### config.mk
export PLATFORM = sky130hd
export DESIGN_NAME = seg_scan_ctrl
export DESIGN_NICKNAME = d
export VERILOG_FILES = /design/src/rtl/seg_scan_ctrl_pkg.sv /design/src/rtl/seg_scan_ctrl_segout.sv /design/src/rtl/seg_scan_ctrl.sv
export SDC_FILE = /design/constraint.sdc
export NUM_CORES = 1
export LEC_CHECK = 0
export ABC_AREA = 1
export CAP_MARGIN = 5
export CORE_MARGIN = 2
export CORE_UTILIZATION = 45
export DETAILED_ROUTE_END_ITERATION = 12
export GPL_ROUTABILITY_DRIVEN = 0
export HOLD_SLACK_MARGIN = 0.08
export PLACE_DENSITY = 0.66
export SLEW_MARGIN = 25
export SYNTH_ARGS = -nofsm -noshare
export SYNTH_HDL_FRONTEND = slang
export SYNTH_SLANG_ARGS = --single-unit
### constraint.sdc
create_clock -name iCLK -period 2.7 [get_ports iCLK]
set_clock_uncertainty 0.1 [all_clocks]
set_input_delay 0.54 -clock iCLK [delete_from_list [all_inputs] [get_ports iCLK]]
set_output_delay 0.54 -clock iCLK [all_outputs]
set_load 0.05 [all_outputs]
### src/rtl/seg_scan_ctrl_pkg.sv
// Shared definitions for the seven-segment scan controller:
// state encoding, the blank segment pattern and the hex decode table.
package seg_pkg;

   typedef enum logic [1:0] {
      OFF  = 2'd0,
      BLNK = 2'd1,
      DRV  = 2'd2
   } state_t;

   localparam logic [6:0] SEG_OFF = 7'b1111111;

   // Active-low gfedcba patterns for hex digits 0..F
   localparam logic [6:0] SEG_LUT [16] = '{
      7'b1000000, 7'b1111001, 7'b0100100, 7'b0110000,
      7'b0011001, 7'b0010010, 7'b0000010, 7'b1111000,
      7'b0000000, 7'b0011000, 7'b0001000, 7'b0000011,
      7'b1000110, 7'b0100001, 7'b0000110, 7'b0001110
   };

endpackage

### src/rtl/seg_scan_ctrl_segout.sv
// Hex-to-seven-segment decoder shared by every digit position of the scan.
// Purely combinational; the controller registers and blanks its output.
module segout
   import seg_pkg::*;
(
   input  logic [3:0] i_hex,
   output logic [6:0] o_seg
);

   assign o_seg = SEG_LUT[i_hex];

endmodule

### src/rtl/seg_scan_ctrl.sv
// Time-multiplexed scan controller for NDIG common-anode digits on one segment bus.
// Loads are staged and only committed at frame boundaries so a frame never mixes values.
module seg_scan_ctrl
   import seg_pkg::*;
#(
   parameter int NDIG  = 4,
   parameter int DIV   = 50000,
   parameter int BLANK = 2000
)
(
   input  logic              iCLK,
   input  logic              iRST_N,
   input  logic              iEN,
   input  logic [4*NDIG-1:0] iDATA,
   input  logic [NDIG-1:0]   iMASK,
   input  logic              iLOAD,
   output logic              oBUSY,
   output logic              oACK,
   output logic              oFRAME,
   output logic [NDIG-1:0]   oAN,
   output logic [6:0]        oSEG
);

   localparam int CW = $clog2(DIV);
   localparam int IW = $clog2(NDIG);

   localparam logic [CW-1:0] CNT_BLK_LAST = CW'(BLANK - 1);
   localparam logic [CW-1:0] CNT_LAST     = CW'(DIV - 1);
   localparam logic [IW-1:0] IDX_LAST     = IW'(NDIG - 1);

   state_t              r_state;
   logic [CW-1:0]       r_cnt;
   logic [IW-1:0]       r_idx;
   logic [4*NDIG-1:0]   r_shData;
   logic [NDIG-1:0]     r_shMask;
   logic [4*NDIG-1:0]   r_stData;
   logic [NDIG-1:0]     r_stMask;
   logic                r_pend;
   logic                r_commit;

   logic [NDIG-1:0]     r_an;
   logic [6:0]          r_seg;
   logic                r_frame;
   logic                r_ack;
   logic                r_busy;

   logic [3:0]          w_nibble;
   logic                w_masked;
   logic [6:0]          w_decSeg;
   logic [NDIG-1:0]     w_anNext;
   logic [6:0]          w_segNext;
   logic                w_frameEdge;

   // Select the shadow nibble and mask bit for the digit currently being scanned
   always_comb begin
      w_nibble = '0;
      w_masked = 1'b1;
      for (int k = 0; k < NDIG; k++) begin
         if (r_idx == IW'(k)) begin
            w_nibble = r_shData[4*k +: 4];
            w_masked = r_shMask[k];
         end
      end
   end

   segout u_segout (
      .i_hex (w_nibble),
      .o_seg (w_decSeg)
   );

   always_comb begin
      w_anNext = '1;
      for (int k = 0; k < NDIG; k++) begin
         if (r_state == DRV && r_idx == IW'(k) && !r_shMask[k]) begin
            w_anNext[k] = 1'b0;
         end
      end
   end

   assign w_segNext = (r_state == DRV && !w_masked) ? w_decSeg : SEG_OFF;

   // Leaving the last slot of a frame and waking from OFF both start a new frame
   assign w_frameEdge = iEN &&
                        ((r_state == OFF) || (r_cnt == CNT_LAST && r_idx == IDX_LAST));

   always_ff @(posedge iCLK) begin
      if (!iRST_N) begin
         r_state  <= OFF;
         r_cnt    <= '0;
         r_idx    <= '0;
         r_shData <= '0;
         r_shMask <= '1;
         r_stData <= '0;
         r_stMask <= '0;
         r_pend   <= 1'b0;
         r_commit <= 1'b0;
         r_an     <= '1;
         r_seg    <= SEG_OFF;
         r_frame  <= 1'b0;
         r_ack    <= 1'b0;
         r_busy   <= 1'b0;
      end else begin
         r_commit <= 1'b0;

         if (iLOAD) begin
            r_stData <= iDATA;
            r_stMask <= iMASK;
            r_pend   <= 1'b1;
         end

         // A load on the boundary cycle goes straight to the shadow registers
         if (w_frameEdge) begin
            if (iLOAD) begin
               r_shData <= iDATA;
               r_shMask <= iMASK;
               r_pend   <= 1'b0;
               r_commit <= 1'b1;
            end else if (r_pend) begin
               r_shData <= r_stData;
               r_shMask <= r_stMask;
               r_pend   <= 1'b0;
               r_commit <= 1'b1;
            end
         end

         if (!iEN) begin
            r_state <= OFF;
            r_cnt   <= '0;
            r_idx   <= '0;
         end else begin
            case (r_state)
               OFF: begin
                  r_state <= BLNK;
                  r_cnt   <= '0;
                  r_idx   <= '0;
               end
               BLNK: begin
                  if (r_cnt == CNT_BLK_LAST) begin
                     r_state <= DRV;
                  end
                  r_cnt <= r_cnt + CW'(1);
               end
               DRV: begin
                  if (r_cnt == CNT_LAST) begin
                     r_state <= BLNK;
                     r_cnt   <= '0;
                     r_idx   <= (r_idx == IDX_LAST) ? '0 : r_idx + IW'(1);
                  end else begin
                     r_cnt <= r_cnt + CW'(1);
                  end
               end
               default: begin
                  r_state <= OFF;
                  r_cnt   <= '0;
                  r_idx   <= '0;
               end
            endcase
         end

         r_an    <= w_anNext;
         r_seg   <= w_segNext;
         r_frame <= (r_state == BLNK) && (r_cnt == '0) && (r_idx == '0);
         r_ack   <= r_commit;
         r_busy  <= r_pend;
      end
   end

   assign oAN    = r_an;
   assign oSEG   = r_seg;
   assign oFRAME = r_frame;
   assign oACK   = r_ack;
   assign oBUSY  = r_busy;

endmodule

## Word level (Yosys, flattened, before mapping)

Memory sizes are Yosys's and may differ from the RTL's. A register that Yosys moved wholly into a read port is not among the register bits.
Index checks and enable logic that the tools add are counted.

- Memories: 1
- ROM bits: 112
- Flip-flop bits (word level): 69
- Output and inout bits: 14

- Bitwise logic cells: 2
- $add $sub $neg: 2
- Reduce and logical (&&, ||, !) cells: 30
- Eq/ne operators: 9
- Muxes and demuxes: 30

Memory list:

| name | words | bits a word | rd ports | clocked after memory_dff | wr ports | line | text |
|---|---|---|---|---|---|---|---|
| (name not given) | 16 | 7 | 1 | 1 | 0 | seg_scan_ctrl_segout.sv:10 | `assign o_seg = SEG_LUT[i_hex];` |

Operators by type and width:

| kind | number |
|---|---|
| $mux W16 | 3 |
| $pmux W16 S2 | 1 |
| $mux W4 | 6 |
| $add A16 B1 Y16 const B | 1 |
| $eq A16 B11 Y1 const B | 1 |
| $eq A16 B16 Y1 const B | 1 |
| $logic_not A16 Y1 | 1 |
| $mux W1 | 14 |
| $logic_and A1 B1 Y1 | 13 |
| $reduce_and A2 Y1 | 6 |
| $mux W2 | 4 |
| $eq A2 B2 Y1 const B | 3 |
| $logic_not A1 Y1 | 6 |
| $pmux W2 S3 | 1 |
| $not A4 Y5 | 1 |
| $eq A2 B1 Y1 const B | 2 |
| $logic_not A2 Y1 | 2 |
| $pmux W2 S2 | 1 |
| $add A2 B1 Y2 const B | 1 |
| $ne A2 B1 Y1 const B | 1 |
| $ne A2 B2 Y1 const B | 1 |
| $reduce_bool A2 Y1 | 1 |
| $logic_or A1 B1 Y1 | 1 |
| $not A1 Y1 | 1 |

## Depth between registers and ports, before layout

Gate-level depths: netlist of the first run.

- Depth after elaboration: 9
- Mapped depth: 13
- Depth with buffers taken out: 13

## Hierarchy

Synthesis of the first run repeated with hierarchy kept, for this count alone.

- Cells, all modules: 510
- Area total of the unflattened synthesis: 3683.5 um2

Modules (own cells, without submodules):

| module | instances | area each (um2) | cells an instance |
|---|---|---|---|
| seg_scan_ctrl | 1 | 3408.3 | 461 |
| segout | 1 | 275.3 | 49 |

## Worst setup path before layout of the first run

Ideal clock, no wire load.

- Path type: register to register
- Start: register r_idx[0]
- End: register r_seg[3], in the netlist oSEG[3]
- Buffers on the path: 0
- Data required time: 2.480 ns
- Stages on the path, launching flop included: 12
- Period minus slack after synthesis: 2.262 ns
- Path slack: 0.438 ns
- Data arrival time: 2.042 ns
- Cells stage by stage: dfxtp_1 -> inv_1 -> ha_1 -> inv_1 -> o211ai_1 -> a21boi_0 -> inv_1 -> ha_1 -> inv_1 -> nand3_1 -> nand3_1 -> nand3_1

- Word-level cells in the longest chain between the ends: 9
- Elaborated cells on any way between the ends: 17
- Those cells by class: eq/ne (3); mux (8); bitwise (1); reduce/logical (5)

RTL lines:

| what | line | text |
|---|---|---|
| start, declared | seg_scan_ctrl.sv:33 | `logic [IW-1:0] r_idx;` |
| start signal, assigned | seg_scan_ctrl.sv:147 | `r_idx <= (r_idx == IDX_LAST) ? '0 : r_idx + IW'(1);` |
| $logic_not A2 Y1 | seg_scan_ctrl.sv:59 | `if (r_idx == IW'(k)) begin` |
| $mux W1 (4 in series) | seg_scan_ctrl.sv:59 |  |
| $logic_not A1 Y1 | seg_scan_ctrl.sv:80 | `assign w_segNext = (r_state == DRV && !w_masked) ? w_decSeg : SEG_OFF;` |
| $logic_and A1 B1 Y1 | seg_scan_ctrl.sv:80 |  |
| $reduce_and A2 Y1 (no source line) | n/a |  |
| $logic_not A1 Y1 (no source line) | n/a |  |
| end, declared | seg_scan_ctrl.sv:42 | `logic [6:0] r_seg;` |

Several ways; a longest one is shown, not always the timed one.
A chain may end at the register's enable or synchronous reset.

## Worst setup path in the final report of the first run

Ends and elaborated chain as after synthesis.

==> results.py, run 1 <==
metrics = {
    "pwr": {
        "clkPwrFrac_pct": 38.6,
        "switching_power_mw": 0.647,
        "powerDensity_nw_per_um2": 564,
        "swShare_pct": 26.2,
        "internal_power_mw": 1.82,
        "vdd_drop_max_uv": 338,
        "seqPwrFrac_pct": 48.2,
        "p_comb_share_pct": 13.1,
        "leakage_nw": 2.02,
    },
    "yosys": {
        "syn_area_um2": 3710,
        "ys_types": 35,
        "synth_top_area_share_pct": 41.0,
        "yosysWarnings": 0,
        "synth.area.top_cells": "dfxtp_1 41%, nand2_1 9.0%, inv_1 8.2%",
        "synth-async-reset-ratio_pct": 0,
        "avgSynthCellArea_um2": 7.27,
        "synth_ff_type": "dfxtp_1",
        "synthCells": 511,
        "ys_ff_latch": 76,
        "yosysTopAreaCell": "dfxtp_1",
        "synth-edff-count": 0,
        "syn_nets": 551,
        "yosysSeqAreaShare_pct": 41.0,
    },
    "floorplan": {
        "io_pins": 38,
        "initial_core_util_pct": 45.9,
        "dieArea_um2": 8990,
        "die_y_um": 94.8,
        "die_x_um": 94.8,
        "core_um2": 8090,
        "rows": 33,
    },
    "route": {
        "vias": 3127,
        "drt_pass1_iterations": 5,
        "first_iter_violations": 192,
        "avgViaCountPerCell": 4.76,
        "ant_nets": 0,
        "wire_per_inst_um": 11.5,
        "drc": 0,
        "wirelength_um": 7550,
    },
    "clock_tree": {
        "htree_levels": 3,
        "cts_resized": 0,
        "cts_tree": "built",
        "cts_setup_buffers": 0,
        "clk_pin_slew_worst_paths_ns": 0.08,
        "cts_buffers": 9,
        "clockBufferDepth": 2,
        "cts_hold_buf": 0,
        "numClockSinks": 76,
        "cts_root_buf": "clkbuf_8",
        "clock_latency_ns": 0.35,
    },
    "cells_and_area": {
        "syn2layout_area_growth_pct": 18.0,
        "n_antenna_cell": 0,
        "final_core_util_pct": 54.1,
        "num-nets-final": 587,
        "layout-drive-gt1-share_pct": 8.70,
        "num-fill-cells": 812,
    },
    "global_route": {
        "grt_start_max_net_pins": 26,
        "grt_overflow": 0,
        "grtUsageTotal_pct": 18.5,
        "grt_pass1_vias": 3008,
        "antenna_found_initial": 0,
        "grt_pass1_wl_um": 13100,
    },
    "timing": {
        "worst_slew_pin_slew_ns": 0.611,
        "hold_violations": 0,
        "fin_crit_ns": 2.26,
        "relSlewSlack_pct": 58.9,
        "setup-violations-final": 0,
        "setup-tns-final_ns": 0,
        "fmax_ghz": 0.443,
        "final.period_utilization_pct": 83.6,
        "rsz0062_at_grt": "false",
        "setup_ws_ns": 0.444,
        "slew_violations": 0,
    },
    "worst_setup_path": {
        "cp.required_ns": 2.84,
        "slowest_delay_ns": 0.37,
        "worstPathArrival_ns": 2.40,
        "critPathMaxFanout": 7,
        "ff2ff_setup_slack_ns": 0.44,
        "cp-start-kind": "register",
        "crit_chain": "inv_1 > ha_1 > nand3_1 > o211ai_1 > a21boi_0 > inv_1 > ha_1 > inv_1 > nand3_1 > nand3_1 > nand3_1",
        "slowest_stage": "dfxtp_1",
        "cp-end-kind": "register",
        "critical_path.most_common_cell": "nand3_1",
        "worstSetupPathType": "reg -> reg",
    },
    "min_path": {
        "worstHoldPathType": "reg -> reg",
    },
    "run_status": {
        "status": "finished clean",
    },
    "run": {
        "maxCapViolations": 0,
    },
    "placed_design": {
        "hpwl_um": 5600,
        "port_buffers": 37,
        "place_ws_ns": 0.437,
    },
}
layout by cell type, fill, tap and decap left out, types with 2 or more instances in the layout:
cell	count
nand2_1	89
inv_1	81
nor2_1	81
dfxtp_1	76
clkdlybuf4s50_1	37
nand3_1	35
nand4_1	23
nand2_2	16
mux2i_1	16
ha_1	16
a21oi_1	13
nor3_1	10
o21ai_0	9
clkbuf_8	9
buf_4	6
inv_2	4
xor2_1	3
a21boi_0	2
nand3_2	2
nor4_1	2
nand3b_1	2
xnor2_1	2
clkinv_2	2
bufinv_16	2
Yosys cell counts, types with 6 or more instances:
library cell / number
nor2_1: 81
nor3_1: 10
buf_2: 7
a21oi_1: 13
nand2_1: 89
mux2i_1: 16
o21ai_0: 9
nand4_1: 23
clkbuf_1: 6
dfxtp_1: 76
ha_1: 16
nand2_2: 16
inv_1: 81
nand3_1: 35
worst paths after layout:
kind,startpoint,to,depth (start not counted)
setup / recovery,r_idx[0],oSEG[3],11
hold / removal,r_commit,oACK,2
setup reg to reg,r_idx[0],oSEG[3],11
hold reg to reg,r_commit,oACK,2
state kept, by name (all words and copies together) (netlist names):
name,cells
r_cnt,16
r_shData,16
r_stData,16
oSEG,7
oAN,4
r_shMask,4
r_stMask,4
r_idx,2
r_state,2
oACK,1
oBUSY,1
oFRAME,1
r_commit,1
r_pend,1
worst max-delay path, delay by kind of cell, from the launching register on:
kind	cells	cell delay [ns]
flip-flops	1	0.37
adder cells (fa/ha/maj)	2	0.62
AO/OA/AOI/OAI	2	0.36
buffers and inverters	3	0.28
AND/OR/NAND/NOR	4	0.41
metal layers:
metal	global-route usage (%)	wire (um)
met4	9.30	166
met3	3.19	311
met2	29.8	3420
met5	0	0
met1	23.8	3650
metrics by stage:
stage	hold slack, ns	total power, mW	std cells	instance area [um2]
after floorplan	0.290	1.45	511	3710
after global placement	0.314	1.54	641	4170
after detailed placement	0.318	1.54	641	4170
after CTS	0.338	2.50	657	4380
after global routing	0.378	2.59	657	4380
final	0.334	2.47	657	4380
cells by family after synthesis:
kind of cell | count (synthesis) | share of synthesized area (%)
mux | 16 | 4.31
compound gates | 29 | 4.31
buf+inv | 103 | 11.2
flops | 76 | 41.0
xor+xnor | 5 | 1.18
simple gates | 266 | 32.7
fa+ha+maj | 16 | 5.39
final cells by class:
cell class	count	area, um2	share of cell area [%]
clock buffers	10	128	2.91
repair buffers	43	415	9.48
well taps	105	131	3.00
clock inverters	6	87.6	2.00
flip-flops and latches	76	1520	34.7
multi-input cells	332	1780	40.6
inverters	85	319	7.28
power groups by stage:
| stage | logic, mW | clock network, mW | registers (mW) |
|---|---|---|---|
| after floorplan | 0.233 | 0 | 1.22 |
| after global placement | 0.319 | 0 | 1.22 |
| after detailed placement | 0.323 | 0 | 1.22 |
| after CTS | 0.326 | 0.977 | 1.19 |
| after global routing | 0.374 | 1.02 | 1.20 |
| final | 0.324 | 0.955 | 1.19 |
Note: power is estimated with default switching activity, not from simulation.
==> inputs of run 2 (changes only) <==
Clock period 2.7 ns to 2.26 ns, I/O delays scaled along.
==> run 2 against run 1 <==
Effect of this change: global-route usage barely moved; power increased by 21%; hold slack worse by 0.00067 ns; critical path type unchanged.
==> results.py, run 2 (same netlist as run 1, synthesis figures left out) <==
metrics = {
    "run_status": {
        "status": "finished clean",
    },
    "floorplan": {
        "io_pins": 38,
        "initial_core_util_pct": 45.9,
        "die_y_um": 94.8,
        "die_x_um": 94.8,
        "rows": 33,
        "dieArea_um2": 8990,
        "core_um2": 8090,
    },
    "timing": {
        "setup-tns-final_ns": 0,
        "hold_violations": 0,
        "fin_crit_ns": 2.06,
        "slew_violations": 0,
        "worst_slew_pin_slew_ns": 0.588,
        "setup-violations-final": 0,
        "relSlewSlack_pct": 60.7,
        "final.period_utilization_pct": 91.3,
        "fmax_ghz": 0.485,
        "rsz0062_at_grt": "false",
    },
    "worst_setup_path": {
        "r2r_start": "r_idx[0]",
        "ff2ff_setup_slack_ns": 0.20,
        "worstSetupPathType": "reg -> reg",
        "critPathMaxFanout": 7,
        "crit_chain": "inv_1 > ha_2 > inv_1 > o211ai_1 > a21boi_2 > inv_1 > ha_1 > inv_1 > nand3_1 > nand3_1 > nand3_1",
        "worstPathArrival_ns": 2.21,
        "slowest_delay_ns": 0.38,
        "cp.required_ns": 2.40,
        "critical_path.most_common_cell": "inv_1",
        "r2r_cells": 11,
        "cp-start-kind": "register",
        "r2r_end": "oSEG[3]",
        "slowest_stage": "dfxtp_1",
        "cp-startpoint": "r_idx[0]",
        "cp-end-kind": "register",
    },
    "clock_tree": {
        "clock_latency_ns": 0.36,
        "clk_pin_slew_worst_paths_ns": 0.08,
        "cts_root_buf": "clkbuf_8",
        "cts_setup_buffers": 0,
        "numClockSinks": 76,
        "htree_levels": 3,
        "cts_tree": "built",
        "cts_buffers": 9,
        "clockBufferDepth": 2,
    },
    "min_path": {
        "hold_depth": 2,
        "min_to": "oBUSY",
        "hp-start": "r_pend",
        "worstHoldPathType": "reg -> reg",
    },
    "cells_and_area": {
        "mostFrequentLayoutCells": "89 x nand2_1, 81 x inv_1, 81 x nor2_1",
        "syn2layout_area_growth_pct": 20.7,
        "largestRegisters": "r_cnt (16), r_shData (16), r_stData (16)",
        "layout_commonest_cell": "nand2_1",
        "num-nets-final": 594,
        "layout-drive-gt1-share_pct": 10.9,
        "num-fill-cells": 800,
        "layout.cells.non_filler": 664,
        "n_antenna_cell": 0,
    },
    "run": {
        "maxCapViolations": 0,
    },
    "route": {
        "wirelength_um": 7370,
        "drt_pass1_iterations": 4,
        "first_iter_violations": 148,
        "ant_nets": 0,
        "avgViaCountPerCell": 4.76,
        "drc": 0,
        "wire_per_inst_um": 11.1,
        "vias": 3158,
    },
    "pwr": {
        "powerDensity_nw_per_um2": 667,
        "vdd_drop_max_uv": 431,
        "leakage_nw": 2.06,
        "p_total_mw": 2.99,
    },
    "placed_design": {
        "hpwl_um": 5600,
        "port_buffers": 37,
        "place_inst": 648,
    },
    "global_route": {
        "antenna_found_initial": 0,
        "grt_start_max_net_pins": 26,
        "grtUsageTotal_pct": 18.5,
        "grt_overflow": 0,
        "grt_pass1_vias": 3032,
        "grt_pass1_wl_um": 13300,
    },
}
## run 2: worst max-delay path by stage
stage / to / slack (ns) / cells past startpoint
finish: oSEG[3] / 0.20 / 11
global route: oSEG[3] / 0.01 / 11
CTS: oSEG[3] / 0.1 / 11
detailed placement: oSEG[3] / 0.12 / 11
global placement: oSEG[1] / 0.23 / 12
floorplan: oSEG[3] / 0.16 / 11
## run 2: routing by layer
metal / wire length (um) / global-route usage (%) / up-vias
met5: 0 / 0 / -
met4: 90 / 4.95 / 0
met3: 381 / 5.83 / 9
met2: 3410 / 31.3 / 71
met1: 3490 / 22.9 / 1390
li1: - / - / 1688
## run 2: layout make-up
type                       instances  area (um2)  area share, %
timing repair buffer              50         493           11.0
multi-input combinational        332        1790           40.0
clock inverter                     7        97.6           2.18
sequential                        76        1520           34.0
tap                              105         131           2.93
inverter                          85         319           7.12
clock buffer                       9         124           2.76
## run 2: through the flow
stage | utilization [%] | cell area [um2] | worst slack [ns] | hold WS, ns
finish | 55.4 | 4480 | 0.196 | 0.333
global route | 55.4 | 4480 | 0.0131 | 0.356
CTS | 55.2 | 4460 | 0.0952 | 0.339
detailed placement | 52.4 | 4240 | 0.116 | 0.316
global placement | 52.4 | 4240 | 0.227 | 0.315
floorplan | - | 3710 | 0.159 | 0.290
## run 2: power by group
part	switching (mW)	total (mW)	internal (mW)	leakage, nW
Sequential	0.0265	1.43	1.40	0.622
Combinational	0.233	0.407	0.173	1.33
Clock	0.530	1.16	0.627	0.106
## run 2: what timing repair did
item / in CTS / in global routing
endpoints found under the setup margin: 0 / 5
hold buffers: 0 / 0
hold endpoints to repair: 0 / 0
resized for setup: 0 / 5
## run 2: critical path, delay by kind of cell (launching register included)
| kind | cells | cell delay (ns) |
|---|---|---|
| DFF | 1 | 0.38 |
| and+or+nand+nor | 3 | 0.30 |
| adders and majority gates | 2 | 0.53 |
| AOI/OAI and AO/OA | 2 | 0.27 |
| buffers and inverters | 4 | 0.37 |
==> inputs of run 3 (changes only) <==
Settings changed: CORE_MARGIN 2 to 1.5.
==> run 3 against run 2 <==
Effect of this change: flip-flop and latch count stayed put; register-to-register slack hardly changed; clock power is 16% lower; fmax is 0.60% higher; via count is 0.57% higher; largest power group unchanged; power is 6.3% lower; combinational power barely moved; sequential power about the same; die area down 2.1%; design area down 0.36%; critical path type unchanged; non-clock buffer count is 1 lower.
==> results.py, run 3 (same netlist as run 1, synthesis figures left out) <==
metrics = {
    "run_status": {
        "status": "finished clean",
    },
    "route": {
        "avgViaCountPerCell": 4.81,
        "ant_nets": 0,
        "drt_pass1_iterations": 5,
        "wirelength_um": 7330,
        "wire_per_inst_um": 11.1,
        "vias": 3176,
        "drc": 0,
        "first_iter_violations": 168,
    },
    "worst_setup_path": {
        "worstPathArrival_ns": 2.24,
        "r2r_start": "r_idx[0]",
        "slowest_stage": "dfxtp_2",
        "critPathMaxFanout": 7,
        "cp.required_ns": 2.45,
        "crit_chain": "inv_2 > ha_4 > nand3_1 > o211ai_1 > a21boi_1 > inv_1 > ha_1 > inv_1 > nand3_1 > nor2_1 > nor2_1 > nand2_1",
        "slowest_delay_ns": 0.40,
        "worstSetupPathType": "reg -> reg",
        "cp-start-kind": "register",
        "cp-end-kind": "register",
        "r2r_end": "oSEG[1]",
        "ff2ff_setup_slack_ns": 0.21,
        "r2r_cells": 12,
    },
    "pwr": {
        "p_total_mw": 2.80,
        "vdd_drop_max_uv": 422,
        "powerDensity_nw_per_um2": 628,
        "swShare_pct": 28.2,
        "p_comb_share_pct": 14.5,
        "switching_power_mw": 0.791,
        "clkPwrFrac_pct": 34.6,
        "seqPwrFrac_pct": 50.9,
        "leakage_nw": 2.04,
        "internal_power_mw": 2.01,
    },
    "timing": {
        "worst_slew_pin_slew_ns": 0.608,
        "rsz0062_at_grt": "false",
        "relSlewSlack_pct": 59.4,
        "final.period_utilization_pct": 90.8,
        "fmax_ghz": 0.487,
        "slew_violations": 0,
        "setup-tns-final_ns": 0,
        "fin_crit_ns": 2.05,
        "setup-violations-final": 0,
        "hold_violations": 0,
    },
    "cells_and_area": {
        "final_core_util_pct": 56.9,
        "regArea_um2": 1520,
        "layout_commonest_cell": "nand2_1",
        "num-fill-cells": 761,
        "syn2layout_area_growth_pct": 20.2,
        "mostFrequentLayoutCells": "89 x nand2_1, 81 x nor2_1, 78 x inv_1",
        "largestRegisters": "r_cnt (16), r_shData (16), r_stData (16)",
        "num-nets-final": 593,
        "n_antenna_cell": 0,
        "multi_input_area_um2": 1820,
        "layout-drive-gt1-share_pct": 11.6,
    },
    "global_route": {
        "grt_pass1_wl_um": 12900,
        "grtUsageTotal_pct": 18.4,
        "grt_start_max_net_pins": 24,
        "grt_overflow": 0,
        "antenna_found_initial": 0,
        "grt_pass1_vias": 2970,
    },
    "min_path": {
        "hp-start": "r_commit",
        "hold_depth": 2,
        "worstHoldPathType": "reg -> reg",
        "min_to": "oACK",
    },
    "floorplan": {
        "die_x_um": 93.8,
        "dieArea_um2": 8810,
        "rows": 32,
        "initial_core_util_pct": 47.3,
        "die_y_um": 93.8,
        "io_pins": 38,
        "core_um2": 7850,
    },
    "clock_tree": {
        "htree_levels": 3,
        "cts_root_buf": "clkbuf_8",
        "clockBufferDepth": 2,
        "cts_buffers": 9,
        "numClockSinks": 76,
        "cts_setup_buffers": 0,
        "clock_latency_ns": 0.35,
        "cts_tree": "built",
        "clk_pin_slew_worst_paths_ns": 0.09,
    },
    "placed_design": {
        "hpwl_um": 5490,
        "port_buffers": 37,
    },
    "run": {
        "maxCapViolations": 0,
    },
}
-- run 3: metal layers --
metal	up-vias	routed length, um	track usage (%)
met5	-	0	0
met3	12	349	5.10
met1	1404	3490	23.0
met4	0	135	5.72
li1	1686	-	-
met2	74	3360	30.5
-- run 3: worst max path at each step --
stage               endpoint      from
floorplan            oSEG[3]  r_idx[0]
global placement     oSEG[1]  r_idx[0]
finish               oSEG[1]  r_idx[0]
detailed placement   oSEG[1]  r_idx[0]
global route         oSEG[1]  r_idx[0]
CTS                  oSEG[1]  r_idx[0]
-- run 3: layout make-up --
type,instances,share of cell area [%]
clock inverter,6,1.07
sequential,76,34.1
timing repair buffer,49,10.9
clock buffer,10,3.08
tap,102,2.86
multi-input combinational,332,40.8
inverter,85,7.15
-- run 3: through the flow --
step,cell area (um2),hold slack (ns),worst slack (ns),cells
2_1_floorplan,3710,0.290,0.159,511
3_3_place_gp,4230,0.301,0.230,644
3_5_place_dp,4230,0.301,0.130,644
4_1_cts,4420,0.329,0.100,660
5_1_grt,4460,0.337,0.0497,660
6_report,4460,0.321,0.208,660
-- run 3: timing repair --
| action | in CTS | in global routing |
|---|---|---|
| hold buffers | 0 | 0 |
| gates resized for setup | 0 | 13 |
| setup endpoints to repair | 0 | 5 |
-- run 3: worst max-delay path, delay by kind of cell (launching register included) --
family / cells / cell delay, ns
simple gates: 5 / 0.43
fa+ha+maj: 2 / 0.49
compound gates: 2 / 0.30
flops: 1 / 0.40
buf+inv: 3 / 0.27
-- run 3: power groups by stage --
| stage | combinational (mW) | sequential, mW | clock [mW] |
|---|---|---|---|
| after floorplan | 0.278 | 1.46 | 0 |
| after global placement | 0.396 | 1.46 | 0 |
| after detailed placement | 0.401 | 1.46 | 0 |
| after CTS | 0.404 | 1.43 | 1.01 |
| after global routing | 0.463 | 1.43 | 1.06 |
| final | 0.405 | 1.43 | 0.970 |
